===== config.mk =====
export PLATFORM = sky130hd
export DESIGN_NAME = seq_share_ctrl
export DESIGN_NICKNAME = d
export VERILOG_FILES = /design/src/rtl/seq_share_pkg.sv /design/src/rtl/seq_share_ctrl_ctx.sv /design/src/rtl/seq_share_ctrl.sv
export SDC_FILE = /design/constraint.sdc
export NUM_CORES = 1
export LEC_CHECK = 0
export CORE_MARGIN = 3
export CORE_UTILIZATION = 49
export DETAILED_ROUTE_END_ITERATION = 8
export GPL_ROUTABILITY_DRIVEN = 0
export GPL_TIMING_DRIVEN = 0
export PLACE_DENSITY = 0.73
export SYNTH_ARGS = -nofsm -noshare
export SYNTH_HDL_FRONTEND = slang
export SYNTH_SLANG_ARGS = --single-unit

===== constraint.sdc =====
create_clock -name clock -period 2.6 [get_ports clock]
set_input_delay 0.26 -clock clock [delete_from_list [all_inputs] [get_ports clock]]
set_output_delay 0.26 -clock clock [all_outputs]
set_load 0.05 [all_outputs]

===== src/rtl/seq_share_pkg.sv =====
// seq_share_pkg: shared types, sequence codes and successor function for the
// two-requester sequence sharing controller (seq_share_ctrl).
//   state_t     : controller FSM states
//   SEQ_W       : width of a sequence context
//   SEQ_C0..C5  : the six codes of the cycle 0,8,5,3,7,2
//   seq_next()  : successor of a code; unknown codes fall back to 0
package seq_share_pkg;

  typedef enum logic {IDLE, RUN} state_t;

  localparam int unsigned SEQ_W = 4;

  localparam logic [SEQ_W-1:0] SEQ_C0 = 4'd0;
  localparam logic [SEQ_W-1:0] SEQ_C1 = 4'd8;
  localparam logic [SEQ_W-1:0] SEQ_C2 = 4'd5;
  localparam logic [SEQ_W-1:0] SEQ_C3 = 4'd3;
  localparam logic [SEQ_W-1:0] SEQ_C4 = 4'd7;
  localparam logic [SEQ_W-1:0] SEQ_C5 = 4'd2;

  function automatic logic [SEQ_W-1:0] seq_next(input logic [SEQ_W-1:0] cur);
    logic [SEQ_W-1:0] nxt;
    case (cur)
      SEQ_C0:  nxt = SEQ_C1;
      SEQ_C1:  nxt = SEQ_C2;
      SEQ_C2:  nxt = SEQ_C3;
      SEQ_C3:  nxt = SEQ_C4;
      SEQ_C4:  nxt = SEQ_C5;
      SEQ_C5:  nxt = SEQ_C0;
      default: nxt = SEQ_C0;
    endcase
    return nxt;
  endfunction

endpackage


===== src/rtl/seq_share_ctrl_ctx.sv =====
// seq_tff_ctx: one saved sequence context built from T flip-flops.
//   clock   : system clock, rising edge
//   reset_n : asynchronous active-low reset, context -> 0
//   step    : advance the context one position in the cycle
//   restart : force the context to 0 (takes priority over step)
//   value   : current context value
module seq_tff_ctx
  import seq_share_pkg::*;
(
  input  logic             clock,
  input  logic             reset_n,
  input  logic             step,
  input  logic             restart,
  output logic [SEQ_W-1:0] value
);

  // Toggle vector turns the current code into its successor.
  logic [SEQ_W-1:0] toggle;

  always_comb begin
    toggle = value ^ seq_next(value);
  end

  always_ff @(posedge clock or negedge reset_n) begin
    if (!reset_n) begin
      value <= '0;
    end else if (restart) begin
      value <= '0;
    end else if (step) begin
      value <= value ^ toggle;
    end
  end

endmodule


===== src/rtl/seq_share_ctrl.sv =====
// seq_share_ctrl: round-robin scheduler sharing one sequence engine between
// two requesters, each with its own saved context. A grant lasts up to
// BURST_LEN accepted steps or until the requester drops req; at least one
// idle cycle separates grants.
//   clock      : system clock, rising edge
//   reset_n    : asynchronous active-low reset
//   req        : per-requester level request
//   take       : per-requester accept (only the granted bit is honoured)
//   restart    : per-requester pulse, clears that context
//   gnt        : one-hot registered grant
//   gnt_id     : index of granted requester, holds when idle
//   seq_valid  : high while a requester is granted
//   seq_out    : granted requester's context, 0 when idle
//   wrap_count : 2->0 step counter (only with SEQ_WRAP_COUNT_EN defined)
module seq_share_ctrl
  import seq_share_pkg::*;
#(
  parameter int unsigned BURST_LEN = 6,
  parameter int unsigned NREQ      = 2
) (
  input  logic             clock,
  input  logic             reset_n,
  input  logic [NREQ-1:0]  req,
  input  logic [NREQ-1:0]  take,
  input  logic [NREQ-1:0]  restart,
  output logic [NREQ-1:0]  gnt,
  output logic             gnt_id,
  output logic             seq_valid,
`ifdef SEQ_WRAP_COUNT_EN
  output logic [7:0]       wrap_count,
`endif
  output logic [SEQ_W-1:0] seq_out
);

  state_t           state;
  logic             last;
  logic [3:0]       beat;
  logic [SEQ_W-1:0] ctx [NREQ];
  logic [NREQ-1:0]  step_raw;
  logic             counted;
  logic             release_now;
  logic             pick;
  logic [SEQ_W-1:0] cur;

  // gnt is only non-zero in RUN, so it doubles as the step qualifier.
  always_comb begin
    step_raw    = gnt & take;
    counted     = |(step_raw & ~restart);
    cur         = ctx[gnt_id];
    release_now = (counted && (beat == 4'(BURST_LEN - 1))) || !req[gnt_id];
    pick        = (req == 2'b11) ? ~last : req[1];
    seq_out     = seq_valid ? cur : '0;
  end

  for (genvar i = 0; i < NREQ; i++) begin : g_ctx
    seq_tff_ctx u_ctx (
      .clock   (clock),
      .reset_n (reset_n),
      .step    (step_raw[i]),
      .restart (restart[i]),
      .value   (ctx[i])
    );
  end

  always_ff @(posedge clock or negedge reset_n) begin
    if (!reset_n) begin
      state     <= IDLE;
      gnt       <= '0;
      gnt_id    <= 1'b0;
      seq_valid <= 1'b0;
      last      <= 1'b1;
      beat      <= '0;
    end else begin
      case (state)
        IDLE: begin
          if (req != '0) begin
            state     <= RUN;
            gnt       <= '0;
            gnt[pick] <= 1'b1;
            gnt_id    <= pick;
            seq_valid <= 1'b1;
            beat      <= '0;
          end
        end
        RUN: begin
          if (counted) begin
            beat <= beat + 4'd1;
          end
          if (release_now) begin
            state     <= IDLE;
            gnt       <= '0;
            seq_valid <= 1'b0;
            last      <= gnt_id;
          end
        end
        default: state <= IDLE;
      endcase
    end
  end

`ifdef SEQ_WRAP_COUNT_EN
  always_ff @(posedge clock or negedge reset_n) begin
    if (!reset_n) begin
      wrap_count <= '0;
    end else if (counted && (cur == SEQ_C5)) begin
      wrap_count <= wrap_count + 8'd1;
    end
  end
`endif

endmodule


==> results_dict.tcl <==
set metrics [dict create \
    synth_top_area_cell "dfrtp_1" \
    worst_pin_slew_ns 0.809 \
    synth_cell_type_count 39 \
    synth_seq_area_share_pct 41.4 \
    syn_area_mm2 0.00109 \
    grtUsageTotal_pct 18.6 \
    antenna_found_initial 0 \
    wirelength_um 2200 \
    grt_max_degree 19 \
    hold_buffers 0 \
    status "complete, no violations" \
    place_area_mm2 0.00128 \
    crit_path_end_kind "output port" \
    area_delta_synth_final_pct 20.2 \
    clk_path_buf_depth 2 \
    timing.fmax_ghz 0.456 \
    slew_violations 0 \
    die_w_um 53.2 \
    core-area_mm2 0.00204 \
    cts_resized 0 \
    skew_ns 0.00608 \
    placement.io_buffers 15 \
    synth_seq_cells 18 \
    drc 0 \
    grt_pass1_vias 893 \
    worstPathArrival_ns 1.93 \
    path_buf_inv 2 \
    p_per_area_mw_per_mm2 876 \
    cp_top_family "buffers and inverters" \
    avgSynthCellArea_um2 9.26 \
    drtIter0Drc 32 \
    post-cts-setup-buffer-count 0 \
    critPathLaunchType "register" \
    maxCapViolCount 0 \
    synth_flop_cell "dfrtp_1" \
    async_reset_ff_share_pct 100 \
    hold_viol 0 \
    ys_top_cells_by_area "dfrtp_1 (39%), mux2i_1 (7.3%), a21oi_1 (5.0%)" \
    rows 16 \
    cp.required_ns 2.34 \
    start_util_pct 53.5 \
    irDropWorstVdd_v 0.000577 \
    clock-sinks 18 \
    synth_top_area_share_pct 38.9 \
    wire_per_inst_um 13.4 \
    cts_root_buf "clkbuf_4" \
    fin_nets 148 \
    path_cells "clkbuf_1 -> mux2i_1 -> nor2_1 -> clkdlybuf4s50_1" \
    cp_max_fo 8 \
    overflow 0 \
    ioPinCount 16 \
    rsz0062_at_grt "false" \
    fin_tns_setup_ns 0 \
    yosys_warnings 0 \
    dr.pass1.iters 4 \
    synth_fp_nets 128 \
    finalCritPeriodShare_pct 84.4 \
    antennaDiodeCount 0 \
    route.vias.total 941 \
    stdcell_area_mm2 0.00131 \
    crit_type "register to output port" \
    ant_nets 0 \
    cts.clk_slew.worst_paths_ns 0.11 \
    htreeDepth 1 \
    cts_tree "built" \
    crit_slowest_cell "clkdlybuf4s50_1" \
    die_h_um 53.2 \
    setup_viol_count_final 0 \
    worstSkewPairLatency_ns 0.30 \
    avgViaCountPerCell 5.74 \
    drive_above_1_share_pct 8.03 \
    dp_hpwl_um 1680 \
    synth_edf_count 0 \
    numCtsBuffers 3 \
    power.leakage_nw 0.546 \
    final.min_clock_period_ns 2.19 \
    grt_pass1_wl_um 3860 \
    worst_hold_path_type "primary input to asynchronous set/reset pin" \
    die_area_mm2 0.00283 \
    synthCells 118 \
    slowest_delay_ns 0.80 \
    max_slew_margin_pct 45.9 \
]
stage by stage:
stage	total power (W)	worst slack, ns	hold WS [ns]	util (%)	instances
6_report	0.00115	0.407	0.422	64.3	164
5_1_grt	0.00124	0.300	0.473	64.3	164
4_1_cts	0.00116	0.377	0.435	64.3	164
3_5_place_dp	0.000985	0.734	0.500	62.5	160
3_3_place_gp	0.000968	0.759	0.492	62.5	160
2_1_floorplan	0.000819	0.709	-0.0356	-	118
cell type report:
type	count	area, um^2
fill	178	729
inverter	7	26.3
clock buffer	4	36.3
tap	27	33.8
timing repair buffer	15	150
multi-input combinational	90	602
sequential	18	452
buffer	3	12.5
synth_stat cells, types with 3 or more instances:
| master | number |
|---|---|
| o21ai_1 | 3 |
| nand3b_1 | 5 |
| nand3_1 | 4 |
| a21oi_1 | 11 |
| nor2_1 | 9 |
| o21ai_0 | 4 |
| mux2i_1 | 8 |
| inv_1 | 7 |
| dfrtp_1 | 17 |
| or3b_1 | 3 |
| nand2_1 | 11 |
worst paths after layout:
check | startpoint | end | slack [ns] | cells past startpoint
max | g_ctx[1].u_ctx.value[2] | seq_out[2] | 0.41 | 4
min | reset_n | g_ctx[1].u_ctx.value[1] | 0.42 | 1
max reg2reg | beat[1] | gnt[0] | 1.20 | 5
min reg2reg | beat[3] | beat[3] | 0.51 | 1
max in group asynchronous | reset_n | gnt[0] | 1.68 | 1
min in group clock | beat[3] | beat[3] | 0.51 | 1
sequential cells by signal (all words and copies together) (netlist names):
register and flops:
gnt_id 1, g_ctx.u_ctx.value 8, gnt 2, last 1, beat 4, seq_valid 1, state 1
cells by family after synthesis:
kind of cell / after synthesis / share of synthesized area [%]
AND/OR/NAND/NOR: 45 / 24.2
AO/OA/AOI/OAI: 34 / 20.3
flip-flops: 18 / 41.4
buffers and inverters: 10 / 3.55
multiplexers: 9 / 8.36
adder cells (fa/ha/maj): 2 / 2.29
cells in the final DEF, fill, tap and decap left out, types with 2 or more instances in the layout:
cell / n
dfrtp_1: 17
inv_1: 7
or3b_1: 3
ha_1: 2
o21ai_0: 4
nor2_1: 9
clkdlybuf4s50_1: 15
a21oi_1: 11
a211o_1: 2
nand3b_1: 5
nand2b_1: 2
clkbuf_1: 2
and4b_4: 2
o21ai_1: 3
nand3_1: 4
mux2i_1: 8
nor3_1: 2
clkbuf_4: 3
a31oi_1: 2
nand4b_1: 2
nand2_1: 11
metal layers:
layer | global-route usage, % | routed length, um | part of all wire (%)
met1 | 24.9 | 1030 | 47
met2 | 29.2 | 1030 | 47
met3 | 3.38 | 107 | 4.9
met4 | 7.66 | 30 | 1.4
met5 | 0 | 0 | 0
where the power goes:
group | total [W] | internal, W | switching, W
clock network | 0.000174 | 0.0000854 | 0.0000882
logic | 0.000529 | 0.000209 | 0.000320
registers | 0.000448 | 0.000355 | 0.0000921
total | 0.00115 | 0.000650 | 0.000500
(Power assumes the default switching activity.)
